==> config.mk <==
export PLATFORM = sky130hd
export DESIGN_NAME = video_pattern_gen_flat
export DESIGN_NICKNAME = d
export VERILOG_FILES = /design/src/rtl/video_pattern_gen_if.sv /design/src/rtl/video_pattern_gen.sv /design/src/flat_wrapper.sv
export SDC_FILE = /design/constraint.sdc
export NUM_CORES = 1
export LEC_CHECK = 0
export ABC_CLOCK_PERIOD_IN_PS = 2400
export BUFFER_PORTS_ARGS = -buffer_cell sky130_fd_sc_hd__buf_2
export CAP_MARGIN = 20
export CORE_MARGIN = 2
export CORE_UTILIZATION = 54
export CTS_BUF_LIST = sky130_fd_sc_hd__clkbuf_8
export DETAILED_ROUTE_END_ITERATION = 10
export GPL_ROUTABILITY_DRIVEN = 0
export PLACE_DENSITY = 0.78
export REMOVE_ABC_BUFFERS = 1
export SLEW_MARGIN = 5
export SYNTH_ARGS = -nofsm -noshare
export SYNTH_HDL_FRONTEND = slang
export SYNTH_SLANG_ARGS = --single-unit
export TNS_END_PERCENT = 20
==> constraint.sdc <==
create_clock -name clk -period 2.4 [get_ports clk]
set_clock_uncertainty 0.2 [all_clocks]
set_input_delay 0.48 -clock clk [delete_from_list [all_inputs] [get_ports clk]]
set_output_delay 0.48 -clock clk [all_outputs]
set_load 0.005 [all_outputs]
==> src/rtl/video_pattern_gen_if.sv <==
// rtl/video_pattern_gen_if.sv - control and parallel video bundle for video_pattern_gen
//
// Signals:
//   enable       1   1 = run raster, 0 = hold idle
//   pattern_sel  2   0 black, 1 colour bars, 2 ramp, 3 checker
//   vid_de       1   data enable
//   vid_hsync    1   horizontal sync
//   vid_vsync    1   vertical sync
//   vid_d        36  pixel data {R[11:0], G[11:0], B[11:0]}
//   frame_start  1   pulse with the first active pixel of each frame
// master: the generator; slave: the video consumer that also owns the controls.
interface video_pattern_gen_if;
    logic        enable;
    logic [1:0]  pattern_sel;
    logic        vid_de;
    logic        vid_hsync;
    logic        vid_vsync;
    logic [35:0] vid_d;
    logic        frame_start;

    modport master (
        input  enable, pattern_sel,
        output vid_de, vid_hsync, vid_vsync, vid_d, frame_start
    );

    modport slave (
        output enable, pattern_sel,
        input  vid_de, vid_hsync, vid_vsync, vid_d, frame_start
    );
endinterface

==> src/rtl/video_pattern_gen.sv <==
// rtl/video_pattern_gen.sv - CEA-style raster and 36-bit test pattern source for the SII9136 TX
//
// Ports:
//   clk     in   pixel clock (also forwarded as the TX input clock)
//   reset_  in   asynchronous active-low reset
//   vid     master modport of video_pattern_gen_if (enable/pattern_sel in, raster and pixel data out)
// All outputs are registered, one cycle behind the h/v counters.
module video_pattern_gen #(
    parameter int H_ACTIVE = 1280,
    parameter int H_FP     = 110,
    parameter int H_SYNC   = 40,
    parameter int H_BP     = 220,
    parameter int V_ACTIVE = 720,
    parameter int V_FP     = 5,
    parameter int V_SYNC   = 5,
    parameter int V_BP     = 20,
    parameter bit HS_POL   = 1'b1,
    parameter bit VS_POL   = 1'b1
) (
    input  logic                clk,
    input  logic                reset_,
    video_pattern_gen_if.master vid
);

    localparam int H_TOTAL = H_ACTIVE + H_FP + H_SYNC + H_BP;
    localparam int V_TOTAL = V_ACTIVE + V_FP + V_SYNC + V_BP;

    // 13-bit bounds so an end position equal to 4096 still compares correctly.
    localparam logic [12:0] H_ACT    = 13'(H_ACTIVE);
    localparam logic [12:0] HS_START = 13'(H_ACTIVE + H_FP);
    localparam logic [12:0] HS_END   = 13'(H_ACTIVE + H_FP + H_SYNC);
    localparam logic [12:0] V_ACT    = 13'(V_ACTIVE);
    localparam logic [12:0] VS_START = 13'(V_ACTIVE + V_FP);
    localparam logic [12:0] VS_END   = 13'(V_ACTIVE + V_FP + V_SYNC);
    localparam logic [11:0] H_LAST   = 12'(H_TOTAL - 1);
    localparam logic [11:0] V_LAST   = 12'(V_TOTAL - 1);

    logic [11:0] h_q, h_d;
    logic [11:0] v_q, v_d;
    logic [15:0] frame_cnt_q, frame_cnt_d;
    logic [1:0]  pat_q, pat_d;
    logic        de_q, de_d;
    logic        hs_q, hs_d;
    logic        vs_q, vs_d;
    logic [35:0] d_q, d_d;
    logic        fs_q, fs_d;

    logic [12:0] h13, v13;
    logic        frame_origin;
    logic        h_wrap, v_wrap;
    logic [2:0]  bar;
    logic [2:0]  bar_rgb;

    assign h13          = {1'b0, h_q};
    assign v13          = {1'b0, v_q};
    assign frame_origin = (h_q == 12'd0) && (v_q == 12'd0);
    assign h_wrap       = (h_q == H_LAST);
    assign v_wrap       = (v_q == V_LAST);

    // Bar index = floor(h*8/H_ACTIVE): count how many constant boundaries h*8 has reached.
    always_comb begin
        bar = 3'd0;
        for (int k = 1; k < 8; k++) begin
            if ({3'b000, h_q, 3'b000} >= 18'(k * H_ACTIVE)) begin
                bar = 3'(k);
            end
        end
    end

    // {R,G,B} on/off per bar: white, yellow, cyan, green, magenta, red, blue, black.
    always_comb begin
        case (bar)
            3'd0:    bar_rgb = 3'b111;
            3'd1:    bar_rgb = 3'b110;
            3'd2:    bar_rgb = 3'b011;
            3'd3:    bar_rgb = 3'b010;
            3'd4:    bar_rgb = 3'b101;
            3'd5:    bar_rgb = 3'b100;
            3'd6:    bar_rgb = 3'b001;
            default: bar_rgb = 3'b000;
        endcase
    end

    always_comb begin
        h_d         = h_wrap ? 12'd0 : h_q + 12'd1;
        v_d         = v_q;
        frame_cnt_d = frame_cnt_q;
        if (h_wrap) begin
            v_d = v_wrap ? 12'd0 : v_q + 12'd1;
            if (v_wrap) begin
                frame_cnt_d = frame_cnt_q + 16'd1;
            end
        end

        // The pattern is latched at the frame origin and used for that whole frame.
        pat_d = frame_origin ? vid.pattern_sel : pat_q;

        de_d = (h13 < H_ACT) && (v13 < V_ACT);
        fs_d = de_d && frame_origin;

        hs_d = ((h13 >= HS_START) && (h13 < HS_END)) ? HS_POL : ~HS_POL;

        // vsync edges land on the hsync leading edge of the first and last vsync lines.
        vs_d = ~VS_POL;
        if (((v13 == VS_START) && (h13 >= HS_START)) ||
            ((v13 >  VS_START) && (v13 < VS_END))   ||
            ((v13 == VS_END)   && (h13 <  HS_START))) begin
            vs_d = VS_POL;
        end

        d_d = 36'd0;
        if (de_d) begin
            case (pat_d)
                2'd1:    d_d = {{12{bar_rgb[2]}}, {12{bar_rgb[1]}}, {12{bar_rgb[0]}}};
                2'd2:    d_d = {h_q, h_q, h_q};
                2'd3:    d_d = (h_q[4] ^ v_q[4] ^ frame_cnt_q[0]) ? {36{1'b1}} : 36'd0;
                default: d_d = 36'd0;
            endcase
        end
    end

    always_ff @(posedge clk or negedge reset_) begin
        if (!reset_) begin
            h_q         <= 12'd0;
            v_q         <= 12'd0;
            frame_cnt_q <= 16'd0;
            pat_q       <= 2'd0;
            de_q        <= 1'b0;
            hs_q        <= ~HS_POL;
            vs_q        <= ~VS_POL;
            d_q         <= 36'd0;
            fs_q        <= 1'b0;
        end else if (!vid.enable) begin
            // Idle: clearing the counters makes the next enable start a fresh frame.
            h_q         <= 12'd0;
            v_q         <= 12'd0;
            frame_cnt_q <= 16'd0;
            de_q        <= 1'b0;
            hs_q        <= ~HS_POL;
            vs_q        <= ~VS_POL;
            d_q         <= 36'd0;
            fs_q        <= 1'b0;
        end else begin
            h_q         <= h_d;
            v_q         <= v_d;
            frame_cnt_q <= frame_cnt_d;
            pat_q       <= pat_d;
            de_q        <= de_d;
            hs_q        <= hs_d;
            vs_q        <= vs_d;
            d_q         <= d_d;
            fs_q        <= fs_d;
        end
    end

    assign vid.vid_de      = de_q;
    assign vid.vid_hsync   = hs_q;
    assign vid.vid_vsync   = vs_q;
    assign vid.vid_d       = d_q;
    assign vid.frame_start = fs_q;

endmodule

==> src/flat_wrapper.sv <==
// flat-port wrapper written by rule: the top's interface ports become plain ports
module video_pattern_gen_flat 
#(
    parameter int H_ACTIVE = 1280,
    parameter int H_FP     = 110,
    parameter int H_SYNC   = 40,
    parameter int H_BP     = 220,
    parameter int V_ACTIVE = 720,
    parameter int V_FP     = 5,
    parameter int V_SYNC   = 5,
    parameter int V_BP     = 20,
    parameter bit HS_POL   = 1'b1,
    parameter bit VS_POL   = 1'b1
)
  (clk, reset_, vid_enable, vid_pattern_sel, vid_vid_de, vid_vid_hsync, vid_vid_vsync, vid_vid_d, vid_frame_start);
  video_pattern_gen_if vid_i ();
  input  logic clk;
  input  logic reset_;
  input wire logic [$bits(vid_i.enable)-1:0] vid_enable;
  input wire logic [$bits(vid_i.pattern_sel)-1:0] vid_pattern_sel;
  output wire logic [$bits(vid_i.vid_de)-1:0] vid_vid_de;
  output wire logic [$bits(vid_i.vid_hsync)-1:0] vid_vid_hsync;
  output wire logic [$bits(vid_i.vid_vsync)-1:0] vid_vid_vsync;
  output wire logic [$bits(vid_i.vid_d)-1:0] vid_vid_d;
  output wire logic [$bits(vid_i.frame_start)-1:0] vid_frame_start;
  assign vid_i.enable = vid_enable;
  assign vid_i.pattern_sel = vid_pattern_sel;
  assign vid_vid_de = vid_i.vid_de;
  assign vid_vid_hsync = vid_i.vid_hsync;
  assign vid_vid_vsync = vid_i.vid_vsync;
  assign vid_vid_d = vid_i.vid_d;
  assign vid_frame_start = vid_i.frame_start;
  video_pattern_gen #(.H_ACTIVE(H_ACTIVE), .H_FP(H_FP), .H_SYNC(H_SYNC), .H_BP(H_BP), .V_ACTIVE(V_ACTIVE), .V_FP(V_FP), .V_SYNC(V_SYNC), .V_BP(V_BP), .HS_POL(HS_POL), .VS_POL(VS_POL)) u_core (.clk(clk), .reset_(reset_), .vid(vid_i));
endmodule
==> results by group <==
Placed design
  – Detailed Place HPWL: 5567 um
  – Buffers added on ports: 44
  – Pre-CTS WS: -0.05643 ns

Global routing
  – First-pass GRT wire length: 13190 um
  – Initial antenna violation count: 0
  – Pin count of the biggest net entering global routing: 46
  – Number of global-route vias before repair: roughly 2700
  – GR Util All Layers: 26.55%
  – Gr ovfl total: 0

Timing
  – Worst-margin pin slew: roughly 0.55 ns
  – Post-route setup TNS: 0 ns
  – Top achievable clock speed: 0.4167 GHz
  – Slew Limit Fails: 0
  – Final hold viol count: 0
  – Final WS setup: 0.0003857 ns
  – Post-layout min period: about 2.4 ns
  – RSZ-0062 raised after global routing: yes
  – Slew HR: between 60% and 70%
  – Final setup viols: 0
  – Period utilization: ~100%

CTS
  – Worst-Skew Late Latency: about 0.36 ns
  – Clock buffer depth: 2
  – CTS Sinks: 67
  – H-tree depth: 3
  – TritonCTS buffer count: 9
  – Clock root buffer: clkbuf_8
  – Clock Pin Slew Worst Setup and Hold Paths: roughly 0.08 ns
  – TritonCTS clock tree: yes

Route
  – Final wirelength: about 8100 um
  – Routed vias: between 2000 and 3000
  – Via/cell ratio: slightly above 6
  – DR WL/cell: 17.04 um
  – Antenna-violating nets left: 0
  – DR DRC count: 0
  – Starting DRC count in detailed routing: 200
  – Detailed Routing Iterations Pass 1: 5

Synthesis
  – Post-synth ARST share: between 90% and 100%
  – Gate Count Post-Synth: about 320
  – Synth Flop Type: dfrtp_1
  – Average footprint of a synthesized cell: 10.10 um2
  – Share of the yosys chip area belonging to registers: about half
  – Syn. warnings: 0
  – Yosys reg bits: 67
  – Synthesized cell area: 3272 um2
  – EDFF count, synth: 0
  – Synth cell types: between 50 and 60

Final layout
  – Layout Area Growth over Synthesis: 24.63%
  – ANT cells: 0
  – Final core occ: between 60% and 70%
  – NumNets Final: slightly above 400
  – Fillers: roughly 420
  – Share of cells above drive strength 1: between 20 and 30%

Power
  – Switch Pwr: around 900 uW
  – Clk pwr share: 37.0%
  – Pwr dens: between 700 and 800 nW/um2
  – Leakage: about 1.9 nW
  – Internal power: 2.249 mW
  – Worst vdd ir: 0.5728 mV
  – Sw frac: between 20 and 30%
  – Logic pwr share: 20.5%
  – Reg power frac: a little over two fifths

Flow run
  – MaxCap Viol Count: 0

Floorplanning
  – Die Y-Extent: ~80 um
  – Die area: 6698 um2
  – Initial core utilization: a little under three fifths
  – # rows: 28
  – CORE AREA: approximately 5900 um2
  – Die Width: a little over 80 um
  – Top Ports: between 40 and 50

Critical path
  – FF-to-FF Start: u_core.h_q[9]
  – Worst EP arrival: between 2 and 2.5 ns
  – Crit Path Class: flop to flop
  – Startpoint Class: flop
  – Data required, critical path: 2.48 ns
  – CP Max Fanout: 12
  – Crit path from: u_core.h_q[9]
  – CP Capture Type: flop

Min path
  – Min-delay src: vid_enable
  – Min-Delay Path Class: input port to flop

Status
  – Outcome: complete, no violations
==> power groups by stage <==
stage               Sequential [mW]  Clock [mW]  Combinational [mW]
finish                         1.34        1.17               0.645
global route                   1.36        1.23               0.708
floorplan                      1.38           0               0.253
CTS                            1.34        1.18               0.623
global placement               1.35           0               0.570
detailed placement             1.36           0               0.602
==> synth_stat cells (all sizes together), types with 2 or more instances <==
cell type / instances / area, um2
ha: 8 / 100.1
o311ai: 2 / 35.04
nand4: 7 / 43.79
nor4b: 2 / 17.52
inv: 12 / 45.04
o22ai: 3 / 18.77
o41ai: 4 / 35.03
a21oi: 41 / 205.2
or2: 2 / 12.52
and3b: 2 / 17.52
nand2b: 2 / 12.51
buf: 12 / 93.84
and3: 5 / 31.28
nand3: 13 / 70.07
dfrtp: 67 / 1677
a31o: 2 / 17.52
o31ai: 2 / 15.01
nor2: 18 / 67.56
and2: 3 / 18.77
clkbuf: 13 / 48.80
nor3b: 2 / 15.01
a31oi: 3 / 18.77
nand2: 22 / 82.58
nor4: 5 / 65.07
xor2: 5 / 43.79
nor3: 7 / 40.04
or3: 3 / 18.77
o21ai: 29 / 145.1
xnor2: 5 / 43.79
a211oi: 4 / 30.03
==> registers in the layout, indices dropped and copies added, names as in the netlist <==
signal / flops
u_core.frame_cnt_q: 1
u_core.h_q: 12
u_core.pat_q: 2
u_core.v_q: 12
u_core.vid.frame_start: 1
u_core.vid.vid_d: 36
u_core.vid.vid_de: 1
u_core.vid.vid_hsync: 1
u_core.vid.vid_vsync: 1
==> cell families (layout without fill, tap and decap cells) <==
kind of cell | count (synthesis) | in the layout | synth area share, %
AO/OA/AOI/OAI | 100 | 100 | 18.62
XOR/XNOR | 11 | 11 | 3.403
multiplexers | 2 | 2 | 0.6501
adder cells (fa/ha/maj) | 8 | 8 | 3.059
buffers and inverters | 37 | 114 | 5.736
AND/OR/NAND/NOR | 99 | 99 | 17.29
flip-flops | 67 | 67 | 51.24
==> per-layer routing <==
metal / wire length [um] / vias up / track usage (%)
li1: - / 1315 / -
met3: 645 / 34 / 8.462
met4: 316 / 0 / 14.00
met2: 3920 / 147 / 42.76
met5: 0 / - / 0
met1: 3229 / 1388 / 31.68
==> through the flow <==
step	hold WS, ns	total power, mW	instance area [um2]	instances
6_report	0.1957	3.149	4078	476
5_1_grt	0.1981	3.298	4078	476
4_1_cts	0.1833	3.142	4051	476
3_5_place_dp	0.3002	1.963	3776	459
3_3_place_gp	0.2873	1.922	3776	459
2_1_floorplan	-0.01559	1.636	3129	299
==> worst max-delay path, cell delays in order (launching register included) <==
cell and delay [ns]:
dfrtp_1 0.52, nor3b_1 0.23, or3_1 0.35, o41ai_2 0.31
buf_4 0.19, o22ai_1 0.11, buf_4 0.24, a21oi_1 0.19
==> final timing paths <==
path                                              end  cells after the start  slack [ns]
worst max-delay path             u_core.vid.vid_d[14]                      7      0.0004
worst min-delay path             u_core.vid.vid_vsync                      3        0.20
worst max register to register   u_core.vid.vid_d[14]                      7      0.0004
worst min register to register  u_core.frame_cnt_q[0]                      1        0.36
max in group asynchronous               u_core.h_q[1]                      3        0.93
min in group asynchronous        u_core.vid.vid_d[33]                      2        0.43
==> what timing repair did <==
item | CTS | global route
endpoints found under the hold margin | 22 | 0
hold buffers | 1 | 0
endpoints found under the setup margin | 13 | 35
resized for setup | 3 | 10
setup buffers | 0 | 0
==> area by class of cell <==
type | instances | area, um2 | area share (%)
Tap cell | 75 | 93.84 | 2.301
Timing Repair Buffer | 86 | 566.8 | 13.90
Multi-Input combinational cell | 220 | 1448 | 35.50
Sequential cell | 67 | 1677 | 41.12
Inverter | 12 | 45.04 | 1.105
Clock inverter | 7 | 123.9 | 3.038
Clock buffer | 9 | 123.9 | 3.038
==> placed cells by master, fill, tap and decap left out, types with 4 or more instances in the layout <==
cell type,count
nand4_1,7
nor2_1,18
xor2_1,5
xnor2_1,5
inv_1,12
nand2_1,22
a21oi_2,4
buf_2,44
dfrtp_1,67
and3_1,5
buf_4,38
clkbuf_8,9
a21oi_1,37
ha_1,8
nor3_1,6
nand3_1,12
o21ai_0,27
Power figures use the tool's default switching activity.
